### config.mk
export PLATFORM = sky130hd
export DESIGN_NAME = score_keeper_flat
export DESIGN_NICKNAME = d
export VERILOG_FILES = /design/src/rtl/score_if.sv /design/src/rtl/score_keeper.sv /design/src/flat_wrapper.sv
export SDC_FILE = /design/constraint.sdc
export NUM_CORES = 1
export LEC_CHECK = 0
export CORE_MARGIN = 10
export CORE_UTILIZATION = 56
export DETAILED_ROUTE_END_ITERATION = 16
export GPL_TIMING_DRIVEN = 0
export HOLD_SLACK_MARGIN = 0.05
export PLACE_DENSITY = 0.81
export SETUP_SLACK_MARGIN = 0.02
export SLEW_MARGIN = 20
export SYNTH_ARGS = -nofsm -noshare
export SYNTH_HDL_FRONTEND = slang
export SYNTH_SLANG_ARGS = --single-unit
### constraint.sdc
create_clock -name clk -period 9.2 [get_ports clk]
set_input_delay 2.3 -clock clk [delete_from_list [all_inputs] [get_ports clk]]
set_output_delay 2.3 -clock clk [all_outputs]
set_load 0.05 [all_outputs]
### src/rtl/score_if.sv
// Score interface: game control drives the request pulses/levels, the score keeper
// drives the registered score, BCD score, high score and status flags.
interface score_if;
  logic        start;
  logic        pause;
  logic        bonus;
  logic        game_over;
  logic [31:0] score;
  logic [15:0] score_bcd;
  logic [31:0] high_score;
  logic        running;
  logic        new_high;

  modport master (
    output start, pause, bonus, game_over,
    input  score, score_bcd, high_score, running, new_high
  );

  modport slave (
    input  start, pause, bonus, game_over,
    output score, score_bcd, high_score, running, new_high
  );
endinterface

### src/rtl/score_keeper.sv
// Running game score with BCD shadow copy, session high score and game state machine.
// Latency: one clk from tick/bonus/start/game_over to registered outputs.
// No backpressure: requests are sampled every cycle and never stalled.
module score_keeper #(
  parameter int TICK_DIV  = 10_000_000,
  parameter int BONUS     = 10,
  parameter int MAX_SCORE = 9999
) (
  input  logic    clk,
  input  logic    rst_n,
  score_if.slave  sif
);

  localparam int PW = $clog2(TICK_DIV);

  // Elaboration-time only: turns parameter constants into packed BCD digits.
  function automatic logic [15:0] to_bcd(input int v);
    to_bcd = {4'((v / 1000) % 10), 4'((v / 100) % 10), 4'((v / 10) % 10), 4'(v % 10)};
  endfunction

  localparam logic [15:0] MAX_BCD    = to_bcd(MAX_SCORE);
  localparam logic [15:0] BONUS_BCD  = to_bcd(BONUS);
  localparam logic [15:0] BONUS1_BCD = to_bcd(BONUS + 1);

  typedef enum logic [1:0] {IDLE, RUN, PAUSED, OVER} state_t;

  state_t          state;
  logic [PW-1:0]   presc_q;
  logic [31:0]     score_q;
  logic [15:0]     bcd_q;
  logic [31:0]     high_q;
  logic            running_q;
  logic            new_high_q;

  logic            active;
  logic            tick;
  logic            do_bonus;
  logic [31:0]     inc_bin;
  logic [15:0]     inc_bcd;
  logic [31:0]     raw_sum;
  logic [15:0]     sum_bcd;
  logic [4:0]      dsum;
  logic            carry;
  logic            sat;
  logic [31:0]     score_next;
  logic [15:0]     bcd_next;

  // Counting happens only in RUN with pause low and no game over pending.
  always_comb begin
    active   = (state == RUN) && !sif.pause && !sif.game_over;
    tick     = active && (presc_q == PW'(TICK_DIV - 1));
    do_bonus = active && sif.bonus;
    inc_bin  = (tick ? 32'd1 : 32'd0) + (do_bonus ? 32'(BONUS) : 32'd0);
    case ({tick, do_bonus})
      2'b11:   inc_bcd = BONUS1_BCD;
      2'b01:   inc_bcd = BONUS_BCD;
      2'b10:   inc_bcd = 16'h0001;
      default: inc_bcd = 16'h0000;
    endcase
    raw_sum = score_q + inc_bin;
  end

  // Digit-serial BCD adder; the final carry is irrelevant because any overflow saturates.
  always_comb begin
    sum_bcd = '0;
    dsum    = '0;
    carry   = 1'b0;
    for (int d = 0; d < 4; d++) begin
      dsum = {1'b0, bcd_q[4*d +: 4]} + {1'b0, inc_bcd[4*d +: 4]} + {4'b0, carry};
      if (dsum > 5'd9) begin
        dsum  = dsum + 5'd6;
        carry = 1'b1;
      end else begin
        carry = 1'b0;
      end
      sum_bcd[4*d +: 4] = dsum[3:0];
    end
  end

  always_comb begin
    sat        = raw_sum > 32'(MAX_SCORE);
    score_next = sat ? 32'(MAX_SCORE) : raw_sum;
    bcd_next   = sat ? MAX_BCD : sum_bcd;
  end

  always_ff @(posedge clk or negedge rst_n) begin
    if (!rst_n) begin
      state      <= IDLE;
      presc_q    <= '0;
      score_q    <= '0;
      bcd_q      <= '0;
      high_q     <= '0;
      running_q  <= 1'b0;
      new_high_q <= 1'b0;
    end else if (sif.start) begin
      state      <= RUN;
      presc_q    <= '0;
      score_q    <= '0;
      bcd_q      <= '0;
      running_q  <= 1'b1;
      new_high_q <= 1'b0;
    end else begin
      case (state)
        RUN: begin
          if (sif.game_over) begin
            state      <= OVER;
            running_q  <= 1'b0;
            presc_q    <= '0;
            high_q     <= (score_q > high_q) ? score_q : high_q;
            new_high_q <= score_q > high_q;
          end else if (sif.pause) begin
            state     <= PAUSED;
            running_q <= 1'b0;
          end else begin
            score_q <= score_next;
            bcd_q   <= bcd_next;
            presc_q <= tick ? '0 : presc_q + PW'(1);
          end
        end
        PAUSED: begin
          if (sif.game_over) begin
            state      <= OVER;
            presc_q    <= '0;
            high_q     <= (score_q > high_q) ? score_q : high_q;
            new_high_q <= score_q > high_q;
          end else if (!sif.pause) begin
            state     <= RUN;
            running_q <= 1'b1;
          end
        end
        default: presc_q <= '0;
      endcase
    end
  end

  assign sif.score      = score_q;
  assign sif.score_bcd  = bcd_q;
  assign sif.high_score = high_q;
  assign sif.running    = running_q;
  assign sif.new_high   = new_high_q;

endmodule

### src/flat_wrapper.sv
// flat-port wrapper written by rule: the top's interface ports become plain ports
module score_keeper_flat 
#(
  parameter int TICK_DIV  = 10_000_000,
  parameter int BONUS     = 10,
  parameter int MAX_SCORE = 9999
)
  (clk, rst_n, sif_start, sif_pause, sif_bonus, sif_game_over, sif_score, sif_score_bcd, sif_high_score, sif_running, sif_new_high);
  score_if sif_i ();
  input  logic clk;
  input  logic rst_n;
  input wire logic [$bits(sif_i.start)-1:0] sif_start;
  input wire logic [$bits(sif_i.pause)-1:0] sif_pause;
  input wire logic [$bits(sif_i.bonus)-1:0] sif_bonus;
  input wire logic [$bits(sif_i.game_over)-1:0] sif_game_over;
  output wire logic [$bits(sif_i.score)-1:0] sif_score;
  output wire logic [$bits(sif_i.score_bcd)-1:0] sif_score_bcd;
  output wire logic [$bits(sif_i.high_score)-1:0] sif_high_score;
  output wire logic [$bits(sif_i.running)-1:0] sif_running;
  output wire logic [$bits(sif_i.new_high)-1:0] sif_new_high;
  assign sif_i.start = sif_start;
  assign sif_i.pause = sif_pause;
  assign sif_i.bonus = sif_bonus;
  assign sif_i.game_over = sif_game_over;
  assign sif_score = sif_i.score;
  assign sif_score_bcd = sif_i.score_bcd;
  assign sif_high_score = sif_i.high_score;
  assign sif_running = sif_i.running;
  assign sif_new_high = sif_i.new_high;
  score_keeper #(.TICK_DIV(TICK_DIV), .BONUS(BONUS), .MAX_SCORE(MAX_SCORE)) u_core (.clk(clk), .rst_n(rst_n), .sif(sif_i));
endmodule
==> summary.md <==
## Outcome
* **outcome** finished clean

## Critical path
* **start of the worst register-to-register path** u_core.state[1]$_DFFE_PN0P_
* **register-to-register setup slack** 1.80 ns
* **crit path kind** in2reg
* **critical path's slowest cell** fa_1
* **Top cell by count, worst path** ha_1
* **worst reg2reg path endpoint** u_core.sif.score_bcd[14]$_DFFE_PN0P_
* **end of the critical path** u_core.sif.score_bcd[14]$_DFFE_PN0P_
* **Required @ worst endpoint** 9.49 ns
* **startpoint kind of the worst setup timing path** primary input
* **depth of the worst register-to-register path** 35
* **CP arrival** 8.99 ns
* **origin of the worst setup path** sif_game_over
* **biggest cell delay along the critical path** 0.40 ns
* **Crit Path Max Fanout** 6
* **Worst Setup End Kind** register

## Finish
* **number of nets in the layout** 917
* **most frequent cells in the layout** dfrtp_1 (108), clkdlybuf4s50_1 (83), inv_1 (58), nor2_1 (58), nand2_1 (47)
* **core occupancy in the finished layout** 69.70%
* **combined area of the multi-input logic cells** 0.003913 mm²
* **Diodes inserted** 0
* **area occupied by registers** 0.002703 mm²
* **layout-stage area growth over the synthesis result** 21.48%
* **commonest non-fill, non-tap cell in the layout** dfrtp_1
* **fill cell total of the finished layout** 942
* **Layout Cell Area excl Fill** 0.008407 mm²
* **layout cell share with drive strength beyond 1** 5.440%

## Detailed routing
* **detailed-route vias per instance** 6.257
* **total number of vias** 6457
* **wire per inst** 18.88 µm
* **Detailed Routing Iterations Pass 1** 6
* **residual antenna-violating net count after detailed routing** 0
* **final wirelength** 19480 µm
* **number of violations reported at the end of detailed-routing iteration 0** 732
* **drt drc** 0

## Yosys
* **Seq cells post-synth** 108
* **count of synthesis-stage warnings from yosys** 0
* **post-synthesis instance total** 759
* **Most used DFF post-synth** dfrtp_1
* **mean instance size in the synthesized netlist** 9.118 µm²
* **FFs w/ async S/R, synth** 100.0%
* **proportion of synthesized chip area in sequential cells** 39.05%
* **Yosys cell types** 64
* **Net Count, Synth** 816
* **post-synthesis instance area** 0.006920 mm²
* **number of synthesized flops with an enable pin** 0

## Hold path
* **Hold Path Stages** 1
* **source of the worst hold timing path** u_core.sif.high_score[26]$_DFFE_PN0P_
* **worst hold path class** reg2reg

## Timing
* **post-layout min period** 8.696 ns
* **actual slew at the worst max-slew pin** 1.041 ns
* **final setup skew** 0.009333 ns
* **setup violation total in the final timing report** 0
* **setup tns final** 0 ns
* **WHS** 0.5167 ns
* **Slew Viols, Final** 0
* **Final period util** 94.53%
* **Final Hold Viols** 0
* **remaining max-slew budget at the tightest pin** 30.36%
* **maximum clock frequency** 115.0 MHz

## Floorplan
* **die extent in x** 131.2 µm
* **Core Rows** 40
* **overall die area** 0.01720 mm²
* **initial cell density of the core** 57.38%
* **count of boundary I/O pins** 88
* **Die Y** 131.2 µm
* **total core area** 0.01206 mm²

## Clock network
* **CTS clk-pin slew, worst paths** 0.07 ns
* **clock tree root driver cell** clkbuf_16
* **number of hold-repair buffers added at the cts stage** 0
* **CTS sink count** 108
* **CTS tree** built
* **H-tree levels** 3
* **clock latency at the later pin of the worst-skew pair** 0.36 ns
* **clock buffer count from CTS** 9
* **Longest Clk Path Bufs** 2

## Global routing
* **vias in the first global route** 6405
* **maximum number of pins on one net before global-route repair** 62
* **global-route wire length before repair** 32150 µm
* **antenna violations before repair** 0
* **total global routing track utilization** 22.19%
* **overflow left after global routing** 0

## Pwr
* **Lkg Pwr** 3.588 nW
* **PwrDens** 117.3 mW/mm²
* **PnR Total Power** 986.5 µW
* **maximum vdd drop** 0.00008310 V

## Placement
* **final estimated routing congestion in global placement** 0.9620
* **Port-buffer cells** 86
* **final HPWL from detailed placement** 14380 µm
* **cell area after placement** 0.008025 mm²

## Job
* **# Max-Cap Violations** 0

==> timing repair <==
item | CTS | global route
endpoints found under the hold margin | 0 | 0
buffers inserted | 1 | 2
resized for setup | 5 | 8
setup endpoints to repair | 3 | 3
pin swaps | 1 | 5
==> report_power, final <==
part | internal [mW] | leakage, nW | switching, mW
clock | 0.218 | 0.145 | 0.179
sequential | 0.480 | 1.46 | 0.00815
combinational | 0.0306 | 1.98 | 0.0700
==> area by class of cell <==
type                    instances  area share [%]
plain buffers                  34           1.756
clock buffers                  10           2.843
clock inverters                 5          0.7144
inverters                      59           2.634
multi-input cells             558           46.54
flip-flops and latches        108           32.15
well taps                     168           2.500
repair buffers                 90           10.86
==> worst max-delay path: cells and delay by family <==
family / cells / cell delay [ns]
mux: 1 / 0.36
buf+inv: 4 / 0.57
compound gates: 9 / 1.93
fa+ha+maj: 9 / 2.20
simple gates: 9 / 1.53
xor+xnor: 1 / 0.10
==> cell families (layout without fill, tap and decap cells) <==
kind of cell               after synthesis  in the layout  synth area share, %
muxes                                   39             39                6.129
and+or+nand+nor                        272            272                20.70
buffers and inverters                   93            198                5.334
DFF                                    108            108                39.05
adders and majority gates               51             51                9.438
AOI/OAI and AO/OA                      170            170                16.06
xor gates and xnor gates                26             26                3.291
==> registers in the layout, indices dropped and copies added, names as in the netlist <==
| signal | count |
|---|---|
| u_core.sif.running | 1 |
| u_core.sif.high_score | 32 |
| u_core.presc_q | 24 |
| u_core.sif.score_bcd | 16 |
| u_core.sif.score | 32 |
| u_core.state | 2 |
| u_core.sif.new_high | 1 |
==> through the flow <==
step | setup slack, ns | instances
after global routing | -0.004420 | 1032
after floorplan | 0.3146 | 759
after CTS | 0.03629 | 1030
after detailed placement | -1.094 | 1014
after global placement | -1.312 | 1013
final | 0.5036 | 1032
==> metal layers <==
metal	routed length, µm	vias up	track usage, %
li1	-	2967	-
met1	7744	3166	26.14
met2	9865	275	38.17
met3	1373	49	5.107
met4	497	0	8.750
met5	0	-	0
==> cells in the mapped netlist, types with 6 or more instances <==
library cell,n,area (µm²)
o31ai_1,6,45.04
ha_1,49,613.1
xor2_1,9,78.83
a31oi_1,16,100.1
or3_1,8,50.05
mux2_1,22,247.7
xnor2_1,17,148.9
a32o_1,10,100.1
dfrtp_1,108,2703
o21ai_0,41,205.2
nor3_1,27,135.1
mux2i_1,12,120.1
nand4_1,21,131.4
and2_1,19,118.9
and3_1,12,75.07
clkbuf_1,25,93.84
a21o_1,8,60.06
inv_1,58,217.7
a21oi_1,39,195.2
nand3_1,24,120.1
nand2b_1,12,75.07
nor2_1,58,217.7
nor2b_1,12,75.07
nor4_1,8,50.05
nand2_1,48,180.2
==> worst min path at each step <==
stage / end / slack, ns
2_1_floorplan: u_core.presc_q[3]$_DFFE_PN0P_ / 0.47
3_3_place_gp: u_core.sif.high_score[18]$_DFFE_PN0P_ / 0.49
3_5_place_dp: u_core.sif.high_score[15]$_DFFE_PN0P_ / 0.50
4_1_cts: u_core.sif.high_score[15]$_DFFE_PN0P_ / 0.52
5_1_grt: u_core.presc_q[3]$_DFFE_PN0P_ / 0.54
6_report: u_core.sif.high_score[26]$_DFFE_PN0P_ / 0.52
Power figures use the tool's default switching activity.
